`src/rtl/mc_mainfsm_pkg.sv`:
```
// mc_mainfsm_pkg: shared definitions for the multicycle ARM main control FSM.
// Holds the 4-bit state encoding, the datapath select codes driven by the
// FSM, and small helpers that classify the instruction fields.
package mc_mainfsm_pkg;

    typedef enum logic [3:0] {
        FETCH,
        DECODE,
        MEMADR,
        MEMRD,
        MEMWB,
        MEMWR,
        EXECUTER,
        EXECUTEI,
        ALUWB,
        BRANCH,
        MULEX,
        MULWB,
        FPEX,
        FPWB
    } state_e;

    // Instr[27:26] opcode classes
    localparam logic [1:0] OP_DP  = 2'b00;
    localparam logic [1:0] OP_MEM = 2'b01;
    localparam logic [1:0] OP_BR  = 2'b10;
    localparam logic [1:0] OP_FP  = 2'b11;

    // ALU source A select
    localparam logic [1:0] SRCA_REG = 2'b00;
    localparam logic [1:0] SRCA_PC  = 2'b01;

    // ALU source B select
    localparam logic [1:0] SRCB_WD   = 2'b00;
    localparam logic [1:0] SRCB_IMM  = 2'b01;
    localparam logic [1:0] SRCB_FOUR = 2'b10;

    // Result select
    localparam logic [1:0] RES_ALUOUT = 2'b00;
    localparam logic [1:0] RES_DATA   = 2'b01;
    localparam logic [1:0] RES_ALURES = 2'b10;

    // Memory address select
    localparam logic ADR_PC     = 1'b0;
    localparam logic ADR_RESULT = 1'b1;

    localparam logic [3:0] MULBITS_MUL = 4'b1001;

    // Multiply: data-processing class, register form, Instr[7:4]==1001
    function automatic logic is_mul_instr(input logic [1:0] op,
                                          input logic [5:0] funct,
                                          input logic [3:0] mulbits);
        return (op == OP_DP) && !funct[5] && (mulbits == MULBITS_MUL);
    endfunction

    function automatic logic is_fp_instr(input logic [1:0] op,
                                         input logic [5:0] funct);
        return (op == OP_FP) && (funct[5:4] == 2'b10);
    endfunction

endpackage

```
`src/rtl/mc_mainfsm_if.sv`:
```
// mc_mainfsm_if: instruction fields into the main FSM and the control
// outputs it drives into the datapath / condition logic.
//   slave  : FSM side (reads instruction fields, drives controls)
//   master : datapath side (drives instruction fields, reads controls)
interface mc_mainfsm_if;
    logic [1:0] Op;
    logic [5:0] Funct;
    logic [3:0] MulBits;
    logic       NextPC;
    logic       Branch;
    logic       RegW;
    logic       MemW;
    logic       FpuW;
    logic       IRWrite;
    logic       AdrSrc;
    logic [1:0] ALUSrcA;
    logic [1:0] ALUSrcB;
    logic [1:0] ResultSrc;
    logic       ALUOp;
    logic       RegSrcMul;
    logic       lmulFlag;
    logic       InstrRetire;

    modport slave (
        input  Op, Funct, MulBits,
        output NextPC, Branch, RegW, MemW, FpuW, IRWrite, AdrSrc,
               ALUSrcA, ALUSrcB, ResultSrc, ALUOp, RegSrcMul, lmulFlag,
               InstrRetire
    );

    modport master (
        output Op, Funct, MulBits,
        input  NextPC, Branch, RegW, MemW, FpuW, IRWrite, AdrSrc,
               ALUSrcA, ALUSrcB, ResultSrc, ALUOp, RegSrcMul, lmulFlag,
               InstrRetire
    );
endinterface

```
`src/rtl/mc_mainfsm.sv`:
```
// mc_mainfsm: Moore main control FSM for the multicycle ARM datapath
// (integer, MUL/UMULL and FP paths).
// Ports:
//   clk   - rising-edge clock
//   reset - asynchronous, active-low reset
//   bus   - mc_mainfsm_if.slave: Op/Funct/MulBits in, datapath controls out
// Parameters:
//   MUL_LAT - cycles spent in MULEX (>=1)
//   FPU_LAT - cycles spent in FPEX  (>=1)
module mc_mainfsm
    import mc_mainfsm_pkg::*;
#(
    parameter int MUL_LAT = 1,
    parameter int FPU_LAT = 1
) (
    input  logic         clk,
    input  logic         reset,
    mc_mainfsm_if.slave  bus
);

    localparam int MAX_LAT = (MUL_LAT > FPU_LAT) ? MUL_LAT : FPU_LAT;
    localparam int CNT_W   = $clog2(MAX_LAT) + 1;
    localparam logic [CNT_W-1:0] MUL_LOAD = CNT_W'(MUL_LAT - 1);
    localparam logic [CNT_W-1:0] FPU_LOAD = CNT_W'(FPU_LAT - 1);

    state_e           state_q, state_d;
    logic [CNT_W-1:0] cnt_q, cnt_d;
    logic             is_mul, is_fp;

    assign is_mul = is_mul_instr(bus.Op, bus.Funct, bus.MulBits);
    assign is_fp  = is_fp_instr(bus.Op, bus.Funct);

    // Funct[2:1] carry no control meaning for this FSM
    logic unused_funct;
    assign unused_funct = ^bus.Funct[2:1];

    always_ff @(posedge clk or negedge reset) begin
        if (!reset) begin
            state_q <= FETCH;
            cnt_q   <= '0;
        end else begin
            state_q <= state_d;
            cnt_q   <= cnt_d;
        end
    end

    always_comb begin
        state_d         = state_q;
        cnt_d           = cnt_q;
        bus.NextPC      = 1'b0;
        bus.Branch      = 1'b0;
        bus.RegW        = 1'b0;
        bus.MemW        = 1'b0;
        bus.FpuW        = 1'b0;
        bus.IRWrite     = 1'b0;
        bus.AdrSrc      = ADR_PC;
        bus.ALUSrcA     = SRCA_REG;
        bus.ALUSrcB     = SRCB_WD;
        bus.ResultSrc   = RES_ALUOUT;
        bus.ALUOp       = 1'b0;
        bus.RegSrcMul   = 1'b0;
        bus.lmulFlag    = 1'b0;
        bus.InstrRetire = 1'b0;

        unique case (state_q)
            FETCH: begin
                bus.IRWrite   = 1'b1;
                bus.NextPC    = 1'b1;
                bus.AdrSrc    = ADR_PC;
                bus.ALUSrcA   = SRCA_PC;
                bus.ALUSrcB   = SRCB_FOUR;
                bus.ResultSrc = RES_ALURES;
                state_d       = DECODE;
            end
            DECODE: begin
                bus.ALUSrcA   = SRCA_PC;
                bus.ALUSrcB   = SRCB_FOUR;
                bus.ResultSrc = RES_ALURES;
                bus.RegSrcMul = is_mul;
                case (bus.Op)
                    OP_MEM: state_d = MEMADR;
                    OP_BR:  state_d = BRANCH;
                    OP_DP: begin
                        if (is_mul) begin
                            state_d = MULEX;
                            cnt_d   = MUL_LOAD;
                        end else if (bus.Funct[5]) begin
                            state_d = EXECUTEI;
                        end else begin
                            state_d = EXECUTER;
                        end
                    end
                    default: begin
                        if (is_fp) begin
                            state_d = FPEX;
                            cnt_d   = FPU_LOAD;
                        end else begin
                            // Undefined encoding: retire without any write
                            state_d         = FETCH;
                            bus.InstrRetire = 1'b1;
                        end
                    end
                endcase
            end
            MEMADR: begin
                bus.ALUSrcB = SRCB_IMM;
                state_d     = bus.Funct[0] ? MEMRD : MEMWR;
            end
            MEMRD: begin
                bus.AdrSrc    = ADR_RESULT;
                bus.ResultSrc = RES_ALUOUT;
                state_d       = MEMWB;
            end
            MEMWB: begin
                bus.ResultSrc   = RES_DATA;
                bus.RegW        = 1'b1;
                bus.InstrRetire = 1'b1;
                state_d         = FETCH;
            end
            MEMWR: begin
                bus.AdrSrc      = ADR_RESULT;
                bus.ResultSrc   = RES_ALUOUT;
                bus.MemW        = 1'b1;
                bus.InstrRetire = 1'b1;
                state_d         = FETCH;
            end
            EXECUTER: begin
                bus.ALUOp   = 1'b1;
                bus.ALUSrcB = SRCB_WD;
                state_d     = ALUWB;
            end
            EXECUTEI: begin
                bus.ALUOp   = 1'b1;
                bus.ALUSrcB = SRCB_IMM;
                state_d     = ALUWB;
            end
            ALUWB: begin
                bus.ResultSrc   = RES_ALUOUT;
                bus.RegW        = 1'b1;
                bus.InstrRetire = 1'b1;
                state_d         = FETCH;
            end
            BRANCH: begin
                bus.ALUSrcB     = SRCB_IMM;
                bus.ResultSrc   = RES_ALURES;
                bus.Branch      = 1'b1;
                bus.InstrRetire = 1'b1;
                state_d         = FETCH;
            end
            MULEX: begin
                bus.ALUOp     = 1'b1;
                bus.ALUSrcB   = SRCB_WD;
                bus.RegSrcMul = is_mul;
                // Counter was loaded with LAT-1 on entry, so LAT cycles here
                if (cnt_q == '0) state_d = MULWB;
                else             cnt_d   = cnt_q - CNT_W'(1);
            end
            MULWB: begin
                bus.RegW        = 1'b1;
                bus.ResultSrc   = RES_ALUOUT;
                bus.lmulFlag    = bus.Funct[3];
                bus.RegSrcMul   = is_mul;
                bus.InstrRetire = 1'b1;
                state_d         = FETCH;
            end
            FPEX: begin
                if (cnt_q == '0) state_d = FPWB;
                else             cnt_d   = cnt_q - CNT_W'(1);
            end
            FPWB: begin
                bus.FpuW        = 1'b1;
                bus.InstrRetire = 1'b1;
                state_d         = FETCH;
            end
            default: state_d = FETCH;
        endcase

        // While reset is held the state already reads FETCH; only the
        // enables need masking so nothing is written during reset.
        if (!reset) begin
            bus.IRWrite     = 1'b0;
            bus.NextPC      = 1'b0;
            bus.RegW        = 1'b0;
            bus.MemW        = 1'b0;
            bus.FpuW        = 1'b0;
            bus.InstrRetire = 1'b0;
        end
    end

endmodule

```
`src/flat_wrapper.sv`:
```
// flat-port wrapper written by rule: the top's interface ports become plain ports
module mc_mainfsm_flat import mc_mainfsm_pkg::*;
#(
    parameter int MUL_LAT = 1,
    parameter int FPU_LAT = 1
)
  (clk, reset, bus_Op, bus_Funct, bus_MulBits, bus_NextPC, bus_Branch, bus_RegW, bus_MemW, bus_FpuW, bus_IRWrite, bus_AdrSrc, bus_ALUSrcA, bus_ALUSrcB, bus_ResultSrc, bus_ALUOp, bus_RegSrcMul, bus_lmulFlag, bus_InstrRetire);
  mc_mainfsm_if bus_i ();
  input  logic clk;
  input  logic reset;
  input wire logic [$bits(bus_i.Op)-1:0] bus_Op;
  input wire logic [$bits(bus_i.Funct)-1:0] bus_Funct;
  input wire logic [$bits(bus_i.MulBits)-1:0] bus_MulBits;
  output wire logic [$bits(bus_i.NextPC)-1:0] bus_NextPC;
  output wire logic [$bits(bus_i.Branch)-1:0] bus_Branch;
  output wire logic [$bits(bus_i.RegW)-1:0] bus_RegW;
  output wire logic [$bits(bus_i.MemW)-1:0] bus_MemW;
  output wire logic [$bits(bus_i.FpuW)-1:0] bus_FpuW;
  output wire logic [$bits(bus_i.IRWrite)-1:0] bus_IRWrite;
  output wire logic [$bits(bus_i.AdrSrc)-1:0] bus_AdrSrc;
  output wire logic [$bits(bus_i.ALUSrcA)-1:0] bus_ALUSrcA;
  output wire logic [$bits(bus_i.ALUSrcB)-1:0] bus_ALUSrcB;
  output wire logic [$bits(bus_i.ResultSrc)-1:0] bus_ResultSrc;
  output wire logic [$bits(bus_i.ALUOp)-1:0] bus_ALUOp;
  output wire logic [$bits(bus_i.RegSrcMul)-1:0] bus_RegSrcMul;
  output wire logic [$bits(bus_i.lmulFlag)-1:0] bus_lmulFlag;
  output wire logic [$bits(bus_i.InstrRetire)-1:0] bus_InstrRetire;
  assign bus_i.Op = bus_Op;
  assign bus_i.Funct = bus_Funct;
  assign bus_i.MulBits = bus_MulBits;
  assign bus_NextPC = bus_i.NextPC;
  assign bus_Branch = bus_i.Branch;
  assign bus_RegW = bus_i.RegW;
  assign bus_MemW = bus_i.MemW;
  assign bus_FpuW = bus_i.FpuW;
  assign bus_IRWrite = bus_i.IRWrite;
  assign bus_AdrSrc = bus_i.AdrSrc;
  assign bus_ALUSrcA = bus_i.ALUSrcA;
  assign bus_ALUSrcB = bus_i.ALUSrcB;
  assign bus_ResultSrc = bus_i.ResultSrc;
  assign bus_ALUOp = bus_i.ALUOp;
  assign bus_RegSrcMul = bus_i.RegSrcMul;
  assign bus_lmulFlag = bus_i.lmulFlag;
  assign bus_InstrRetire = bus_i.InstrRetire;
  mc_mainfsm #(.MUL_LAT(MUL_LAT), .FPU_LAT(FPU_LAT)) u_core (.clk(clk), .reset(reset), .bus(bus_i));
endmodule
```
`config.mk`:
```
export PLATFORM = sky130hd
export DESIGN_NAME = mc_mainfsm_flat
export DESIGN_NICKNAME = d
export VERILOG_FILES = /design/src/rtl/mc_mainfsm_pkg.sv /design/src/rtl/mc_mainfsm_if.sv /design/src/rtl/mc_mainfsm.sv /design/src/flat_wrapper.sv
export SDC_FILE = /design/constraint.sdc
export NUM_CORES = 1
export LEC_CHECK = 0
export BUFFER_PORTS_ARGS = -buffer_cell sky130_fd_sc_hd__buf_2
export CAP_MARGIN = 5
export CORE_MARGIN = 4
export CORE_UTILIZATION = 37
export CTS_CLUSTER_DIAMETER = 200
export DETAILED_ROUTE_END_ITERATION = 6
export HOLD_SLACK_MARGIN = 0.1
export PLACE_DENSITY = 0.73
export SLEW_MARGIN = 30
export SYNTH_ARGS = -nofsm -noshare
export SYNTH_HDL_FRONTEND = slang
export SYNTH_SLANG_ARGS = --single-unit
```
`constraint.sdc`:
```
create_clock -name clk -period 1.2 [get_ports clk]
set_input_delay 0.24 -clock clk [delete_from_list [all_inputs] [get_ports clk]]
set_output_delay 0.24 -clock clk [all_outputs]
set_load 0.01 [all_outputs]
```
# == Yosys cells after proc, flatten, opt, wreduce, memory -nomap -nowiden ==
# Index checks and enable logic that the tools add are counted.
# word_totals
reg_bits,5
in_bits,14
out_inout_bits,17
wordCells,80
# classes
add_sub_neg,1
n_eq_ne,23
n_mux,33
n_reduce_logical,21
# op_table
op,n
"4-bit == test, second input constant",7
4-bit one-hot mux with 7 select lines,1
1-bit 2-to-1 mux,21
3-bit OR reduction,6
"4-bit by 3-bit == test with 1-bit output, second input constant",4
4-bit 2-to-1 mux,4
4-bit one-hot mux with 3 select lines,1
2-bit OR reduction,5
"4-bit by 2-bit == test with 1-bit output, second input constant",2
2-bit one-hot mux with 2 select lines,2
"2-bit == test, second input constant",3
"2-bit inequality test, second input constant",3
1-bit one-hot mux with 2 select lines,3
6-bit OR reduction,1
"4-bit by 1-bit == test with 1-bit output, second input constant",1
4-bit zero test,1
4-bit AND reduction,1
1-bit logical AND,3
3-bit 2-to-1 mux,1
"3-bit by 1-bit inequality test with 1-bit output, second input constant",1
"3-bit by 2-bit inequality test with 1-bit output, second input constant",1
"2-bit by 1-bit == test with 1-bit output, second input constant",1
2-bit zero test,1
2-bit AND reduction,1
other kinds (3),3

# == Logic depth before layout (Yosys ltp) ==
# logic_depth
depth_word,6
depth_mapped,5
depth_no_buf,4

# == Least setup slack after synthesis ==
# Ideal clock, no wire load.
# synth_timing
kind,register to output
startpoint,register u_core.state_q[1]
endpoint,output bus_InstrRetire
arrival_ns,1.098
t_required_ns,0.960
path_slack_ns,-0.138
stages_incl_launch_ff,6
n_path_buf,1
cell_sequence,dfrtp_1 buf_6 nor2_1 a21boi_1 o21a_1 o21bai_1
# synth_between
elab_chain_len,4
elab_cells_between_ends,10
classes_between,eq/ne: 7; mux: 2; reduce/logical: 1
# synth_rtl
element,line,rtl
start: declaration,mc_mainfsm.sv:26,"state_e state_q, state_d;"
start signal: assignment,mc_mainfsm.sv:42,state_q <= state_d;
4-bit by 3-bit == test with 1-bit output / 4-bit == test (equally long branches),mc_mainfsm.sv:65,unique case (state_q)
6-bit OR reduction (no line),--,
1-bit one-hot mux with 2 select lines *,mc_mainfsm.sv:65,
1-bit 2-to-1 mux *,mc_mainfsm.sv:180,if (!reset) begin
end: declaration,flat_wrapper.sv:27,output wire logic [$bits(bus_i.InstrRetire)-1:0] bus_InstrRetire;
# Every way passes the cells marked *; elsewhere a longest branch is shown, timed or not.

# == Worst setup path after layout ==
# layout_timing
startpoint,register u_core.state_q[2]
endpoint,output bus_ALUSrcB[0]
# layout_between
elab_chain_len,3
elab_cells_between_ends,8
classes_between,eq/ne: 4; mux: 1; reduce/logical: 3
# layout_rtl
element,line,rtl
"4-bit == test, or another cell as far along",mc_mainfsm.sv:65,
3-bit OR reduction (no line) / 2-bit OR reduction (equally long branches),--,
2-bit one-hot mux with 2 select lines *,mc_mainfsm.sv:65,
end: declaration,flat_wrapper.sv:22,output wire logic [$bits(bus_i.ALUSrcB)-1:0] bus_ALUSrcB;
# Marked as above.

==> flow_metrics.tcl <==
set metrics [dict create \
    io_pins 31 \
    power_density_nw_per_um2 2089 \
    cts_sinks 4 \
    drt-met1-wl_um 693 \
    crit-reg2reg-capture "u_core.state_q[3]$_DFF_PN0_" \
    core_area_um2 1285 \
    r2r_start "u_core.state_q[2]$_DFF_PN0_" \
    cts_tree "yes" \
    topRoutingLayerUsed "met4" \
    drtIter0Drc 9 \
    fp.dieArea_um2 2009 \
    synthTopCellsByArea "dfrtp_1, nand2b_1, nor2_1" \
    cts_buffers 3 \
    cp-endpoint "bus_ALUSrcB[0]" \
    synth_area_um2 501.7 \
    portBuffers 27 \
    diodes 0 \
    finalClockSkew_ns 0.002472 \
    regMostFlops "u_core.state_q" \
    grt_usage 0.1956 \
    fin_ws_ns -0.4219 \
    cp_top_family "flip-flops" \
    ys_async_sr_fraction 1.000 \
    place_congestion 0.7205 \
    r2r_slack_ns -0.27 \
    ys.flop_type "dfrtp_1" \
    largest_reg_flops 4 \
    met3WireLength_um 118 \
    grt_first_pass_wirelength_um 2891 \
    seq_power_share 0.130 \
    syn_nets 83 \
    drive_gt1_frac 0.7040 \
    overflow 0 \
    fp.dieW_um 44.83 \
    yosysMostFrequentCell "nor2_1" \
    via_per_inst 5.157 \
    synth-edff-count 0 \
    path_cells "buf_4, nand3b_1, o21ai_1, a22o_1, buf_2" \
    crit_start "u_core.state_q[2]$_DFF_PN0_" \
    pwr-share-comb 0.792 \
    layout_min_cycle_time_ns 1.622 \
    crit_type "flip-flop to output port" \
    p_int_w 0.001267 \
    avgSynthCellArea_um2 7.271 \
    grt_setup_unrepaired "yes" \
    status "complete, but fails checks" \
    fmax_mhz 616.6 \
    die_h_um 44.83 \
    drc_errors 0 \
    synth_top_area_cell "dfrtp_1" \
    vias 722 \
    insertion_delay_ns 0.24 \
    fin_crit_sh 1.352 \
    antenna_found_initial 0 \
    end_kind "output port" \
    multiInputGateArea_um2 479.2 \
    start_util 0.3905 \
    drtAntennaViolNets 0 \
    fp-row-count 13 \
    regArea_um2 103.9 \
    area_delta_synth_final_pct 108.5 \
    violations "setup timing" \
    grt_max_degree 10 \
    hp-class "input pin to flip-flop" \
    critPathLaunchType "flip-flop" \
    crit_cells 5 \
    h-tree-depth 1 \
    p_sw_frac 0.4200 \
    clockBufferDepth 2 \
    p_leak_nw 0.5178 \
    p_clk_frac 0.078 \
    power_w 0.002185 \
    ys_warn_count 0 \
    fill_cells 88 \
    synth_seq_cells 4 \
    cp.arrival_ns 1.38 \
    cp_data_required_time_ns 0.96 \
    fin_nets 141 \
    netlist_instances 69 \
    first_pass_iters 4 \
    synth_common_cells "nor2_1, nand2b_1, nand2_1" \
    grt_pass1_vias 695 \
    wl_um 1880 \
    dp.cells 127 \
    slowest_stage "dfrtp_1" \
    vdd_ir_drop_max_uv 1408 \
    crit_buf_inv 2 \
    hpwlAfterDp_um 1259 \
    cp_max_fo 9 \
    wl_met2_um 1022 \
    hold_violations 0 \
    ys_types 31 \
    maxCapViolCount 0 \
    drv_slew 0 \
    ys_seq_area_frac 0.1995 \
    power.switching_w 0.0009175 \
    hold_ws_ns 0.3380 \
    clk_root_buffer_cell "clkbuf_4" \
    finalNonFillerCells 140 \
    max_stage_delay_ns 0.40 \
    synth_top_area_share 0.1995 \
    clk_pin_slew_ns 0.04 \
    wire_per_inst_um 13.43 \
    top_regs "u_core.state_q: 4 flops" \
    r2r_cells 7 \
    setup-violations-final 20 \
]
## power by group through the flow
| stage | logic, W | registers [W] | clock network (W) |
|---|---|---|---|
| 2_1_floorplan | 0.000750 | 0.000233 | 0 |
| 3_3_place_gp | 0.00125 | 0.000248 | 0 |
| 3_5_place_dp | 0.00127 | 0.000252 | 0 |
| 4_1_cts | 0.00157 | 0.000276 | 0.000172 |
| 5_1_grt | 0.00187 | 0.000295 | 0.000182 |
| 6_report | 0.00173 | 0.000283 | 0.000171 |
## worst min-delay path, stage by stage
cell     delay (ns)
buf_2          0.09
o21ai_0        0.07
a21oi_1        0.13
## through the flow
step | area [um2] | utilization | setup WS, ns | TNS, ns
after global routing | 1046 | 0.8140 | -0.5372 | -7.381
after detailed placement | 823.3 | 0.6407 | -0.2925 | -2.101
after CTS | 988.4 | 0.7692 | -0.4052 | -5.713
after global placement | 823.3 | 0.6407 | -0.2711 | -1.677
after floorplan | 543.0 | - | -0.1099 | -0.4722
final | 1046 | 0.8140 | -0.4219 | -5.975
## area by class of cell
type	count	share of cell area
multi-input cells	58	0.4581
repair buffers	60	0.4031
flip-flops and latches	4	0.09928
clock buffers	3	0.02153
well taps	15	0.01794
## logic make-up after synthesis
family | count (synthesis) | synth area share
AO/OA/AOI/OAI | 18 | 0.2469
XOR/XNOR | 1 | 0.01746
buffers and inverters | 7 | 0.09226
flip-flops | 4 | 0.1995
other | 1 | 0.007474
AND/OR/NAND/NOR | 38 | 0.4364
## worst min-delay path by stage
stage                                             end    startpoint  depth (start not counted)  slack [ns]
after floorplan           u_core.state_q[0]$_DFF_PN0_         reset                          0       -0.06
after global placement    u_core.state_q[0]$_DFF_PN0_         reset                          1        0.07
after detailed placement  u_core.state_q[0]$_DFF_PN0_         reset                          1        0.07
after CTS                 u_core.state_q[1]$_DFF_PN0_  bus_Funct[0]                          3        0.33
after global routing      u_core.state_q[1]$_DFF_PN0_  bus_Funct[0]                          3        0.38
final                     u_core.state_q[1]$_DFF_PN0_  bus_Funct[0]                          3        0.34
## routing by layer
metal  vias up  track usage
li1        353            -
met1       335       0.2092
met2        29       0.3696
met3         5      0.01992
met4         0       0.1053
met5         -            0
## timing repair
item	in CTS	in global routing
endpoints found under the setup margin	19	20
resized for setup	22	11
pin swaps	10	7
hold endpoints to repair	4	0
buffers inserted	6	4
hold buffers	1	0
## layout by cell type, fill, tap and decap left out, types with 2 or more instances in the layout
cell and instances:
o21ai_1 3, buf_2 26, nand2b_1 4, a21boi_1 2, buf_4 24, nor3_2 3, nor2_4 2, o21ai_0 3
nand2b_4 2, dfrtp_2 3, clkbuf_4 3, nor2b_1 2, and3_1 2, nor2_1 3, nand2_1 3, and2_1 2
nor2_2 4, nor2b_4 2, buf_6 9
No activity file was read; power rests on OpenSTA's default activity.
